`config.mk`:
```
export PLATFORM = sky130hd
export DESIGN_NAME = csr_unit
export DESIGN_NICKNAME = d
export VERILOG_FILES = /design/src/rtl/csr_pkg.sv /design/src/rtl/csr_irq_sync.sv /design/src/rtl/csr_unit.sv
export SDC_FILE = /design/constraint.sdc
export NUM_CORES = 1
export LEC_CHECK = 0
export ABC_AREA = 0
export BUFFER_PORTS_ARGS = -buffer_cell sky130_fd_sc_hd__buf_2
export CAP_MARGIN = 25
export CELL_PAD_IN_SITES_DETAIL_PLACEMENT = 0
export CELL_PAD_IN_SITES_GLOBAL_PLACEMENT = 1
export CORE_ASPECT_RATIO = 0.7
export CORE_MARGIN = 2
export CORE_UTILIZATION = 40
export DETAILED_ROUTE_END_ITERATION = 12
export PLACE_DENSITY_LB_ADDON = 0.1
export SLEW_MARGIN = 20
export SYNTH_ARGS = -nofsm -noshare
export SYNTH_HDL_FRONTEND = slang
export SYNTH_SLANG_ARGS = --single-unit
```
`constraint.sdc`:
```
create_clock -name clk -period 2.5 [get_ports clk]
set_clock_uncertainty 0.2 [all_clocks]
set_input_delay 0.125 -clock clk [delete_from_list [all_inputs] [get_ports clk]]
set_output_delay 0.125 -clock clk [all_outputs]
set_load 0.01 [all_outputs]
```
`src/rtl/csr_pkg.sv`:
```
// csr_pkg: shared constants for the machine-mode CSR unit.
//   CSR addresses, mcause codes, bit positions inside mstatus/mie/mip,
//   the mtvec reset value and the redirect FSM state encoding.
package csr_pkg;

    localparam logic [11:0] CSR_MSTATUS = 12'h300;
    localparam logic [11:0] CSR_MIE     = 12'h304;
    localparam logic [11:0] CSR_MTVEC   = 12'h305;
    localparam logic [11:0] CSR_MEPC    = 12'h341;
    localparam logic [11:0] CSR_MCAUSE  = 12'h342;
    localparam logic [11:0] CSR_MIP     = 12'h344;

    localparam logic [31:0] CAUSE_EXT     = 32'h8000_000B;
    localparam logic [31:0] CAUSE_TMR     = 32'h8000_0007;
    localparam logic [31:0] CSR_MTVEC_RST = 32'h0000_0040;

    // mstatus bits
    localparam int MIE_BIT  = 3;
    localparam int MPIE_BIT = 7;
    // mie / mip bits
    localparam int MTI_BIT  = 7;
    localparam int MEI_BIT  = 11;

    typedef enum logic [1:0] {
        ST_RUN,
        ST_REDIRECT,
        ST_HOLDOFF
    } state_t;

endpackage

```
`src/rtl/csr_irq_sync.sv`:
```
// csr_irq_sync: two-flop synchroniser for one asynchronous interrupt level.
//   clk      - rising-edge clock
//   reset    - synchronous, active-high; clears both flops
//   irq      - asynchronous level input
//   irq_sync - level, two clk edges after irq
module csr_irq_sync (
    input  logic clk,
    input  logic reset,
    input  logic irq,
    output logic irq_sync
);

    logic s1;
    logic s2;

    always_ff @(posedge clk) begin
        if (reset) begin
            s1 <= 1'b0;
            s2 <= 1'b0;
        end else begin
            s1 <= irq;
            s2 <= s1;
        end
    end

    assign irq_sync = s2;

endmodule

```
`src/rtl/csr_unit.sv`:
```
// csr_unit: machine-mode CSRs, interrupt entry and MRET redirect.
//   clk, reset            - rising-edge clock, synchronous active-high reset
//   csr_addr/wr_en/wdata  - CSR access from the MEM-stage instruction
//   csr_rdata             - combinational read of csr_addr (unmapped -> 0)
//   mem_valid, pc_mem     - MEM-stage instruction is real, and its PC
//   is_mret               - MEM-stage instruction is MRET
//   ext_irq, timer_irq    - asynchronous interrupt levels
//   epc_taken, epc        - one-cycle redirect/flush pulse and its target
module csr_unit
    import csr_pkg::*;
(
    input  logic        clk,
    input  logic        reset,
    input  logic [11:0] csr_addr,
    input  logic        csr_wr_en,
    input  logic [31:0] csr_wdata,
    output logic [31:0] csr_rdata,
    input  logic        mem_valid,
    input  logic [31:0] pc_mem,
    input  logic        is_mret,
    input  logic        ext_irq,
    input  logic        timer_irq,
    output logic        epc_taken,
    output logic [31:0] epc
);

    state_t      state;
    state_t      next_state;
    logic [1:0]  hold_cnt;

    logic        st_mie;
    logic        st_mpie;
    logic        ie_mtie;
    logic        ie_meie;
    logic [31:0] mtvec;
    logic [31:0] mepc;
    logic [31:0] mcause;

    logic        meip;
    logic        mtip;

    csr_irq_sync u_sync_ext (.clk(clk), .reset(reset), .irq(ext_irq),   .irq_sync(meip));
    csr_irq_sync u_sync_tmr (.clk(clk), .reset(reset), .irq(timer_irq), .irq_sync(mtip));

    logic ext_hit;
    logic tmr_hit;
    logic run_ok;
    logic trap_take;
    logic mret_take;
    logic wr_take;

    // Only a real instruction in RUN can trap, retire MRET or write a CSR;
    // during REDIRECT/HOLDOFF the MEM stage holds flushed bubbles.
    assign run_ok    = (state == ST_RUN) && mem_valid;
    assign ext_hit   = meip && ie_meie;
    assign tmr_hit   = mtip && ie_mtie;
    assign trap_take = run_ok && st_mie && (ext_hit || tmr_hit);
    assign mret_take = run_ok && is_mret && !trap_take;
    assign wr_take   = run_ok && csr_wr_en && !trap_take;

    // Read mux
    logic [31:0] mstatus_val;
    logic [31:0] mie_val;
    logic [31:0] mip_val;

    always_comb begin
        mstatus_val           = '0;
        mstatus_val[MIE_BIT]  = st_mie;
        mstatus_val[MPIE_BIT] = st_mpie;
        mie_val               = '0;
        mie_val[MTI_BIT]      = ie_mtie;
        mie_val[MEI_BIT]      = ie_meie;
        mip_val               = '0;
        mip_val[MTI_BIT]      = mtip;
        mip_val[MEI_BIT]      = meip;
        case (csr_addr)
            CSR_MSTATUS: csr_rdata = mstatus_val;
            CSR_MIE:     csr_rdata = mie_val;
            CSR_MTVEC:   csr_rdata = mtvec;
            CSR_MEPC:    csr_rdata = mepc;
            CSR_MCAUSE:  csr_rdata = mcause;
            CSR_MIP:     csr_rdata = mip_val;
            default:     csr_rdata = '0;
        endcase
    end

    // CSR state. A trap drops any write/MRET of the same instruction; when
    // MRET and a CSR write coincide, MRET's mstatus update wins.
    always_ff @(posedge clk) begin
        if (reset) begin
            st_mie  <= 1'b0;
            st_mpie <= 1'b0;
            ie_mtie <= 1'b0;
            ie_meie <= 1'b0;
            mtvec   <= CSR_MTVEC_RST;
            mepc    <= '0;
            mcause  <= '0;
            epc     <= '0;
        end else if (trap_take) begin
            mepc    <= pc_mem;
            mcause  <= ext_hit ? CAUSE_EXT : CAUSE_TMR;
            st_mpie <= st_mie;
            st_mie  <= 1'b0;
            epc     <= {mtvec[31:2], 2'b00};
        end else begin
            if (wr_take) begin
                case (csr_addr)
                    CSR_MSTATUS: begin
                        st_mie  <= csr_wdata[MIE_BIT];
                        st_mpie <= csr_wdata[MPIE_BIT];
                    end
                    CSR_MIE: begin
                        ie_mtie <= csr_wdata[MTI_BIT];
                        ie_meie <= csr_wdata[MEI_BIT];
                    end
                    CSR_MTVEC:  mtvec  <= csr_wdata;
                    CSR_MEPC:   mepc   <= csr_wdata;
                    CSR_MCAUSE: mcause <= csr_wdata;
                    default: ;
                endcase
            end
            if (mret_take) begin
                st_mie  <= st_mpie;
                st_mpie <= 1'b1;
                epc     <= mepc;
            end
        end
    end

    // Redirect FSM
    always_ff @(posedge clk) begin
        if (reset) begin
            state    <= ST_RUN;
            hold_cnt <= '0;
        end else begin
            state <= next_state;
            // Loaded with 1 so HOLDOFF lasts for counts 1 and 0.
            if (state == ST_REDIRECT)
                hold_cnt <= 2'd1;
            else if (state == ST_HOLDOFF && hold_cnt != 2'd0)
                hold_cnt <= hold_cnt - 2'd1;
        end
    end

    always_comb begin
        next_state = state;
        case (state)
            ST_RUN:      if (trap_take || mret_take) next_state = ST_REDIRECT;
            ST_REDIRECT: next_state = ST_HOLDOFF;
            ST_HOLDOFF:  if (hold_cnt == 2'd0) next_state = ST_RUN;
            default:     next_state = ST_RUN;
        endcase
    end

    // Gated by reset so an abort out of REDIRECT never shows a pulse.
    assign epc_taken = (state == ST_REDIRECT) && !reset;

endmodule

```
==> flow_metrics.tcl <==
set metrics [dict create \
    status "complete, no violations" \
    cp_data_arrival_time_ps 1990 \
    finalPower_uw 5223 \
    p_leak_uw 0.003519 \
    fp.coreArea_mm2 0.01635 \
    hold_path_class "in2reg" \
    postCtsHoldBufs 67 \
    r2r_slack_ps 210 \
    grt_max_degree 60 \
    ys_types 48 \
    num_rows 39 \
    numPortBuffers 147 \
    die_y_um 112.3 \
    cts_sinks 140 \
    gp_congestion 0.8731 \
    root_buffer "clkbuf_16" \
    fp.dieW_um 158.7 \
    syn_inst 837 \
    layout.nets 1102 \
    syn_nets 921 \
    setup-tns-final_ps 0 \
    synthTopCellsByArea "dfxtp_1 42%, nand2_1 7.5%, o21ai_0 5.1%" \
    drt_iter0_drc 606 \
    hold_violations 0 \
    cts_resized 0 \
    antenna_cells 0 \
    path_cells "buf_2 -> or4_1 -> nor4_4 -> buf_12 -> and2_1 -> a221o_1 -> buf_2" \
    async_flop_share 0 \
    ys_warn_count 0 \
    synth_area_leader_cell "dfxtp_1" \
    max_freq_mhz 431.6 \
    path_class "in2out" \
    min_period_ps 2317 \
    crit_fanout 31 \
    synth_edf_count 0 \
    ctsHtreeMaxLevel 4 \
    slowest_delay_ps 700 \
    worstPathRequired_ps 2170 \
    setup_viol 0 \
    gr-total-overflow 0 \
    drt_wl_total_um 24690 \
    io_pins 148 \
    die-area_mm2 0.01783 \
    grt_pass1_vias 7015 \
    cts_tree "done" \
    drc_errors 0 \
    syn_area_per_cell_um2 8.009 \
    synth_seq_cells 140 \
    grt_first_pass_wirelength_um 38520 \
    antenna_found_initial 0 \
    ys.flop_type "dfxtp_1" \
    slew_headroom 0.4154 \
    syn2layout_area_growth_pct 34.75 \
    track_usage 0.2728 \
    cts_buffers 17 \
    max-cap-violations 0 \
    routed_via_density 5.799 \
    dpl.hpwl_um 15180 \
    clk_latency_ps 420 \
    worst_slew_pin_slew_ps 876.8 \
    seq_area_frac_synth 0.4181 \
    post_cts_buffers 0 \
    crit_path_frequent_cell "buf_2" \
    crit_slowest_cell "or4_1" \
    fillCellCount 1530 \
    wl_per_cell_um 19.65 \
    syn-cell-area_mm2 0.006704 \
    startpoint_type "input pin" \
    rsz0062_at_grt "no" \
    initial_utilization 0.4101 \
    fin_crit_sh 0.9268 \
    cellPowerDensity_mw_per_mm2 578.2 \
    cts.path.max_buffers 2 \
    drive_above_1_share 0.2202 \
    finalMaxSlewViolations 0 \
    fin_util 0.5526 \
    ant_nets 0 \
    vias 7284 \
    peakVddDrop_mv 0.3432 \
    path_clk_slew_ps 60 \
    end_kind "primary output" \
    dr.pass1.iters 5 \
    synth.top_cell.area_share 0.4181 \
]
## path summary, 6_finish.rpt
kind	startpoint	endpoint	cells past startpoint
max reg2reg	u_sync_ext.irq_sync	mtvec[6]	4
max	csr_addr[5]	csr_rdata[1]	7
min reg2reg	u_sync_ext.s1	u_sync_ext.irq_sync	1
min	is_mret	state[0]	4
## registers in the layout (all words and copies together) (netlist names), 2 cells and up
name      cells
epc          32
mcause       32
mepc         32
mtvec        32
hold_cnt      2
state         2
## Yosys cell counts (7+ instances only)
library cell	n
clkbuf_1	69
a311oi_1	35
a21oi_1	63
a211oi_1	34
and2_1	24
nand2_1	134
dfxtp_1	140
inv_1	13
a221o_1	29
nand4_1	34
buf_2	14
o21ai_0	68
a211o_1	31
a31oi_1	7
nor2_1	79
## critical path, delay by kind of cell
| kind | cells | cell delay [ps] |
|---|---|---|
| AOI/OAI and AO/OA | 1 | 140 |
| and+or+nand+nor | 3 | 1210 |
| buffers and inverters | 3 | 500 |
## layout by cell type (no fill, tap or decap), types with 3 or more instances in the layout
cell             n
nand2_1        134
nand4bb_1        3
a211o_1         31
clkinv_2         6
nor4bb_1         3
clkbuf_16       17
dfxtp_1        139
nor2b_1          6
a211oi_1        34
and3_1           3
buf_2          146
nand4_1         34
buf_12          10
clkbuf_8         3
o21ai_0         67
a31oi_1          7
nand3_1          3
nand3b_1         3
dlygate4sd3_1   67
buf_4           27
and2_1          24
a311oi_1        35
clkinv_4         3
nor2_1          79
mux2i_1          6
inv_1           13
a21oi_1         62
a221o_1         29
## stage by stage
step / instance area (um^2) / setup WS, ps / std cells / hold slack [ps]
after floorplan: 6704 / 442.7 / 837 / 42.89
after global placement: 7799 / 183.4 / 1157 / 141.5
after detailed placement: 7799 / 158.8 / 1157 / 143.4
after CTS: 9034 / 212.4 / 1256 / 24.14
after global routing: 9034 / 121.8 / 1256 / 54.23
final: 9034 / 183.1 / 1256 / 35.31
## area by class of cell
cell class,instances,area (um^2),share of cell area
clock buffer,21,470.5,0.05208
clock inverter,11,93.84,0.01039
inverter,13,48.80,0.005402
multi-input combinational,596,3531,0.3909
sequential,140,2804,0.3104
tap,225,281.5,0.03116
timing repair buffer,250,1804,0.1997
## metal layers
| metal | track usage | part of all wire |
|---|---|---|
| met5 | 0 | 0 |
| met4 | 0.07584 | 0.014 |
| met3 | 0.06171 | 0.091 |
| met2 | 0.4277 | 0.43 |
| met1 | 0.3794 | 0.46 |
## cell families after synthesis
kind of cell,count (synthesis),share of synthesized area
buffers and inverters,101,0.06364
DFF,140,0.4181
AOI/OAI and AO/OA,280,0.2880
muxes,6,0.008959
adders and majority gates,1,0.001866
and+or+nand+nor,309,0.2195
## where the power goes
| group | switching, uW | leakage [uW] | internal, uW |
|---|---|---|---|
| registers | 20.7 | 0.00113 | 2260 |
| logic | 280 | 0.00210 | 228 |
| clock network | 992 | 0.000282 | 1440 |
Power figures use the tool's default switching activity.
